File: src/rtl/memory_unit.sv
// Wait-stated single-port 16-bit word memory with a req/ack bus slave interface.
// Optional burst transfers are enabled by defining MEMORY_UNIT_BURST_EN.
module memory_unit #(
    parameter int ADDR_W = 8,
    parameter int WAIT   = 2
) (
    input  logic        clk,
    input  logic        r,
    input  logic        req,
    input  logic        we,
    input  logic [15:0] addr,
    input  logic [15:0] wdata,
`ifdef MEMORY_UNIT_BURST_EN
    input  logic [3:0]  blen,
`endif
    output logic [15:0] rdata,
    output logic        ack,
    output logic        busy,
    output logic        err
);
    // Handshake: a request is taken only when req=1 on an edge while idle (busy=0);
    // ack is a one-cycle pulse per word and err is meaningful only while ack=1.
    localparam int         DEPTH    = 1 << ADDR_W;
    localparam logic [3:0] WAIT_CNT = 4'(WAIT);

    typedef enum logic [1:0] {S_IDLE, S_WAIT, S_ACCESS, S_DONE} state_t;

    state_t      state;
    state_t      state_nx;
    logic [3:0]  cnt;
    logic        we_q;
    logic [15:0] addr_q;
    logic [15:0] wr_data;
    logic        in_range;
    logic        last_beat;
    logic [15:0] mem [DEPTH];

`ifdef MEMORY_UNIT_BURST_EN
    // beats_q counts the beats still to go after the current one.
    logic [3:0]  beats_q;
    assign last_beat = (beats_q == 4'd0);
    assign wr_data   = wdata;
`else
    logic [15:0] wdata_q;
    assign last_beat = 1'b1;
    assign wr_data   = wdata_q;
`endif

    assign in_range = ((addr_q >> ADDR_W) == 16'd0);

    always_ff @(posedge clk) begin
        if (r) state <= S_IDLE;
        else   state <= state_nx;
    end

    always_comb begin
        state_nx = state;
        unique case (state)
            S_IDLE:   if (req) state_nx = (WAIT_CNT == 4'd0) ? S_ACCESS : S_WAIT;
            S_WAIT:   if (cnt <= 4'd1) state_nx = S_ACCESS;
            S_ACCESS: state_nx = S_DONE;
            S_DONE:   state_nx = last_beat ? S_IDLE : S_ACCESS;
        endcase
    end

    always_comb begin
        busy = (state != S_IDLE);
    end

    always_ff @(posedge clk) begin
        if (r) begin
            rdata <= 16'd0;
            ack   <= 1'b0;
            err   <= 1'b0;
            cnt   <= 4'd0;
        end else begin
            ack <= (state == S_ACCESS);
            err <= (state == S_ACCESS) && !in_range;
            case (state)
                S_IDLE: begin
                    if (req) begin
                        we_q   <= we;
                        addr_q <= addr;
                        cnt    <= WAIT_CNT;
`ifdef MEMORY_UNIT_BURST_EN
                        beats_q <= blen;
`else
                        wdata_q <= wdata;
`endif
                    end
                end
                S_WAIT: cnt <= cnt - 4'd1;
                S_ACCESS: begin
                    if (!we_q) rdata <= in_range ? mem[addr_q[ADDR_W-1:0]] : 16'd0;
                end
                S_DONE: begin
`ifdef MEMORY_UNIT_BURST_EN
                    if (!last_beat) begin
                        addr_q  <= addr_q + 16'd1;
                        beats_q <= beats_q - 4'd1;
                    end
`endif
                end
                default: ;
            endcase
        end
    end

    // Storage is never cleared; a reset at the access edge suppresses the write.
    always_ff @(posedge clk) begin
        if (!r && state == S_ACCESS && we_q && in_range)
            mem[addr_q[ADDR_W-1:0]] <= wr_data;
    end

endmodule

File: config.mk
export PLATFORM = sky130hd
export DESIGN_NAME = memory_unit
export DESIGN_NICKNAME = d
export VERILOG_FILES = /design/src/rtl/memory_unit.sv
export SDC_FILE = /design/constraint.sdc
export NUM_CORES = 2
export LEC_CHECK = 0
export BUFFER_PORTS_ARGS = -buffer_cell sky130_fd_sc_hd__buf_2
export CAP_MARGIN = 15
export CORE_MARGIN = 5
export CORE_UTILIZATION = 41
export CTS_BUF_LIST = sky130_fd_sc_hd__clkbuf_4
export DETAILED_ROUTE_END_ITERATION = 16
export GPL_ROUTABILITY_DRIVEN = 1
export MAX_ROUTING_LAYER = met4
export PLACE_DENSITY_LB_ADDON = 0.1
export SLEW_MARGIN = 40
export SYNTH_ARGS = -nofsm -noshare
export SYNTH_HDL_FRONTEND = slang
export SYNTH_SLANG_ARGS = --single-unit
File: constraint.sdc
create_clock -name clk -period 4.74 [get_ports clk]
set_clock_uncertainty 0.2 [all_clocks]
set_input_delay 0.474 -clock clk [delete_from_list [all_inputs] [get_ports clk]]
set_output_delay 0.474 -clock clk [all_outputs]
set_load 0.05 [all_outputs]
**Word level (Yosys, flattened, before mapping)**

Memories as Yosys holds them, arrays and structs flattened. A register that Yosys moved wholly into a read port is not among the register bits.
Cells that the tools add are included.

- Bits in registers: 57
- Bits in writable memories: 4096
- Input bits: 36
- Output and inout port bits: 19
- Logic and storage cells: 41
- Memories: 1

- $add $sub $neg: 1
- $lt $le $gt $ge: 1
- Equal/unequal tests: 5
- Mux-type cells: 9
- Bitwise gates (word level): 2
- Reductions and logical operators: 14

Memory list:

| memory | depth | width | read ports | clocked after Yosys merged registers in | wr ports | RTL line | text |
|---|---|---|---|---|---|---|---|
| mem | 256 | 16 | 1 | 1 | 1 | 36 | `logic [15:0] mem [DEPTH];` |

Operators with widths:

| kind | number |
|---|---|
| $logic_not A16 Y1 | 1 |
| $mux W16 | 1 |
| $mux W8 | 1 |
| $pmux W2 S4 | 1 |
| $pmux W4 S2 | 1 |
| $reduce_and A2 Y1 | 3 |
| $eq A2 B2 Y1 const B | 2 |
| $le A4 B1 Y1 const B | 1 |
| $logic_and A1 B1 Y1 | 4 |
| $mux W2 | 2 |
| $mux W4 | 1 |
| $ne A2 B2 Y1 const B | 2 |
| $reduce_bool A2 Y1 | 2 |
| $sub A4 B1 Y4 const B | 1 |
| $reduce_and A3 Y1 | 1 |
| $eq A2 B1 Y1 const B | 1 |
| $logic_not A1 Y1 | 2 |
| $logic_not A2 Y1 | 1 |
| $mux W1 | 2 |
| $not A1 Y1 | 2 |

**Depth between registers and ports, before layout**

- Word-level depth: 6
- Gate-level depth with buffers: 12
- Mapped depth without buffers: 9

**Worst setup path after synthesis**

OpenSTA, ideal clock, no wires.

- Kind: reg-to-reg
- Start: register wdata_q[0]
- End: memory mem[0][0] (data pin)
- Setup time: 0.817 ns
- Data arrival time: 3.228 ns
- Data required time: 3.723 ns
- Slack: 0.494 ns
- Cell stages (with the launch flop): 1
- Buffers on the path: 0
- Clock period less this slack: 4.246 ns
- Cell sequence: edfxtp_1

RTL lines:

| item | RTL line | text |
|---|---|---|
| from (decl) | 44 | `logic [15:0] wdata_q;` |
| from (signal assigned) | 88 | `wdata_q <= wdata;` |
| to (decl) | 36 |  |

Straight into the memory's write port.

==> flow_summary.ini <==
[run_status]
outcome = completed

[synthesis]
netlist.top_cell.by_area = edfxtp_1
synth_enable_flop_cells = 4129
ys_seq_area_share_pct = 78.29
yosysUniqueCellTypes = 76
synth_cells = 7163
synthFlopType = edfxtp_1
async_flop_share_pct = 0
syn_area_um2 = 159200
synth-seq-cells = 4161
ys_top_cells_by_area = edfxtp_1 (78%), mux4_2 (14%), a22oi_1 (1.0%)
synth.top_cell.area_share_pct = 77.88
avgSynthCellArea_um2 = 22.22
synth_fp_nets = 7205
yosys_warnings = 0

[floorplanning]
die_w_um = 633.1
coreArea_um2 = 386300
die_h_um = 633.1
start_util_pct = 41.21
rows = 228
ios = 55
die_area_um2 = 400800

[setup_path]
crit_arrival_ns = 5.68
r2r_cells = 8
r2r-end = rdata[4]$_SDFFE_PP0P_
cp-end-kind = flop
required_ns = 5.95
startpoint_type = flop
r2r_slack_ns = 0.27
path_max_fanout = 30
path_class = reg2reg

[sta]
fin_crit_sh_pct = 94.23
slew_headroom_pct = 26.28
setup_viol = 0
worstMarginPinSlew_ns = 1.106
max_clock_freq_mhz = 223.9
tns_ns = 0
finalHoldViolations = 0
rsz0062_at_grt = false
drv_slew = 0
fin_crit_ns = 4.466

[detailed_routing]
initialDrtViolationCount = 9383
routedWlPerCell_um = 33.74
num_vias = 84480
ant_nets = 0
drt-total-wl_mm = 498.0
dr.pass1.iters = 5
drc_errors = 0
via_per_inst = 5.723

[clock_tree]
clk_pin_slew_worst_paths_ns = 0.06
cts-root-buf = clkbuf_4
clkLatencyLatePin_ns = 1.72
h-tree-depth = 7
postCtsSetupRepairBufs = 0
cts_tree = done
cts_buffers = 1178
clock_path_buffers = 5
cts_resized = 0
cts_sinks = 4161

[placed_design]
gp_congestion = 0.8563
dp.cells = 12710
dp_hpwl_mm = 312.0
port_buffers = 54
placed_cell_area_um2 = 172800

[grt]
grt_start_max_net_pins = 141
grt_antenna_before_repair = 31
grt_use_total_pct = 25.74
grt-ovfl-total = 0
grt_pass1_vias = 86910
grt_pass1_wl_mm = 691.0

[finish]
stdcell_area_um2 = 187800
num-fill-cells = 32220
synthToLayoutAreaGrowth_pct = 18.00
layout.cells.non_filler = 14760
mostFrequentLayoutCells = edfxtp_1 (4129), clkbuf_4 (1664), mux4_2 (980)
mostFrequentLayoutCell = edfxtp_1
final_layout_size_suffix_gt1_share_pct = 39.09
finalCoreUtilization_pct = 48.63
nNetsFinal = 8877

[worst_hold_path]
hp-class = reg2reg
worstHoldStart = rdata[11]$_SDFFE_PP0P_
hold_end = rdata[11]$_SDFFE_PP0P_
hold_depth = 2

[pwr]
power.density_nw_per_um2 = 465.0
p_leak_nw = 60.37
finalPower_mw = 87.35
ir_drop_v = 0.0002545

[run]
maxCapViolCount = 0
[area by class of cell]
cell class | count | area, um^2 | area share (%)
diodes | 45 | 112.6 | 0.05995
repair buffers | 896 | 10160 | 5.411
inverters | 14 | 55.05 | 0.02931
multi-input cells | 2584 | 32710 | 17.41
well taps | 5175 | 6475 | 3.447
clock inverters | 222 | 1186 | 0.6314
clock buffers | 1664 | 12490 | 6.650
flip-flops and latches | 4161 | 124700 | 66.36
[worst max path at each step]
stage / slack (ns) / depth (start not counted) / endpoint / start
floorplan: 0.49 / 0 / mem[0][0]$_DFFE_PP_ / wdata_q[0]$_DFFE_PP_
global placement: 0.35 / 8 / rdata[4]$_SDFFE_PP0P_ / flop
detailed placement: 0.36 / 8 / rdata[4]$_SDFFE_PP0P_ / flop
CTS: 0.26 / 8 / rdata[4]$_SDFFE_PP0P_ / flop
global route: 0.30 / 8 / rdata[4]$_SDFFE_PP0P_ / flop
finish: 0.27 / 8 / rdata[4]$_SDFFE_PP0P_ / flop
[report_power, final]
| part | total [mW] | internal [mW] | switching [mW] |
|---|---|---|---|
| sequential | 41.5 | 41.2 | 0.283 |
| clock | 31.1 | 16.6 | 14.5 |
| combinational | 14.8 | 5.46 | 9.35 |
[flip-flops by register name (all words and copies together), names as in the netlist, named ones only]
signal   flops
rdata       16
err          1
mem       4096
ack          1
we_q         1
state        2
addr_q      16
cnt          4
wdata_q     16
[cells in the mapped netlist, drive strengths merged (4+ instances only)]
| cell type | instances |
|---|---|
| edfxtp | 4129 |
| mux4 | 980 |
| nor2 | 311 |
| buf | 280 |
| a22oi | 220 |
| nand2 | 191 |
| mux2i | 149 |
| clkbuf | 124 |
| o22ai | 116 |
| nand3 | 92 |
| a21oi | 67 |
| a211oi | 36 |
| a31oi | 35 |
| dfxtp | 32 |
| nor3 | 31 |
| nor2b | 30 |
| o21ai | 30 |
| mux2 | 23 |
| a22o | 20 |
| o221ai | 20 |
| a221oi | 19 |
| and2 | 19 |
| nand4 | 18 |
| nand2b | 16 |
| nor4 | 15 |
| inv | 12 |
| and3 | 11 |
| a2111oi | 10 |
| a41oi | 10 |
| a32oi | 9 |
| or2 | 8 |
| or3 | 8 |
| a211o | 7 |
| o211ai | 7 |
| or4 | 7 |
| a2bb2oi | 6 |
| ha | 6 |
| and4 | 5 |
| nor3b | 4 |
| nor4bb | 4 |
| o311ai | 4 |
| o31ai | 4 |
[critical path: stages, from the launching register on]
cell and delay [ns]:
dfxtp_4 0.79, buf_12 0.38, and2_4 0.59, buf_12 0.27, nand2_1 0.13, o21ai_0 0.62
a211oi_1 0.30, a221oi_1 0.63, a22oi_1 0.20
[cell families after synthesis]
group | count (synthesis) | synth area share, %
mux | 1152 | 14.96
simple gates | 782 | 2.233
buf+inv | 418 | 1.594
compound gates | 644 | 2.875
flops | 4161 | 78.29
fa+ha+maj | 6 | 0.04716
[per-layer routing]
layer / track usage, % / up-vias / routed length, um
li1: - / 34570 / -
met3: 5.208 / 787 / 33980
met5: - / - / 0
met1: 33.70 / 45540 / 204300
met2: 39.97 / 3592 / 243100
met4: 9.975 / 0 / 16580
[through the flow]
step                hold WS (ns)  setup slack, ns
floorplan                 0.2676           0.4943
global placement          0.2786           0.3468
detailed placement        0.2816           0.3622
CTS                       0.1189           0.2610
global route              0.2531           0.3024
finish                    0.2954           0.2736
[timing repair]
item	in CTS	in global routing
setup endpoints to repair	0	0
endpoints found under the hold margin	97	0
hold buffers	113	0
Note: power is estimated with default switching activity, not from simulation.
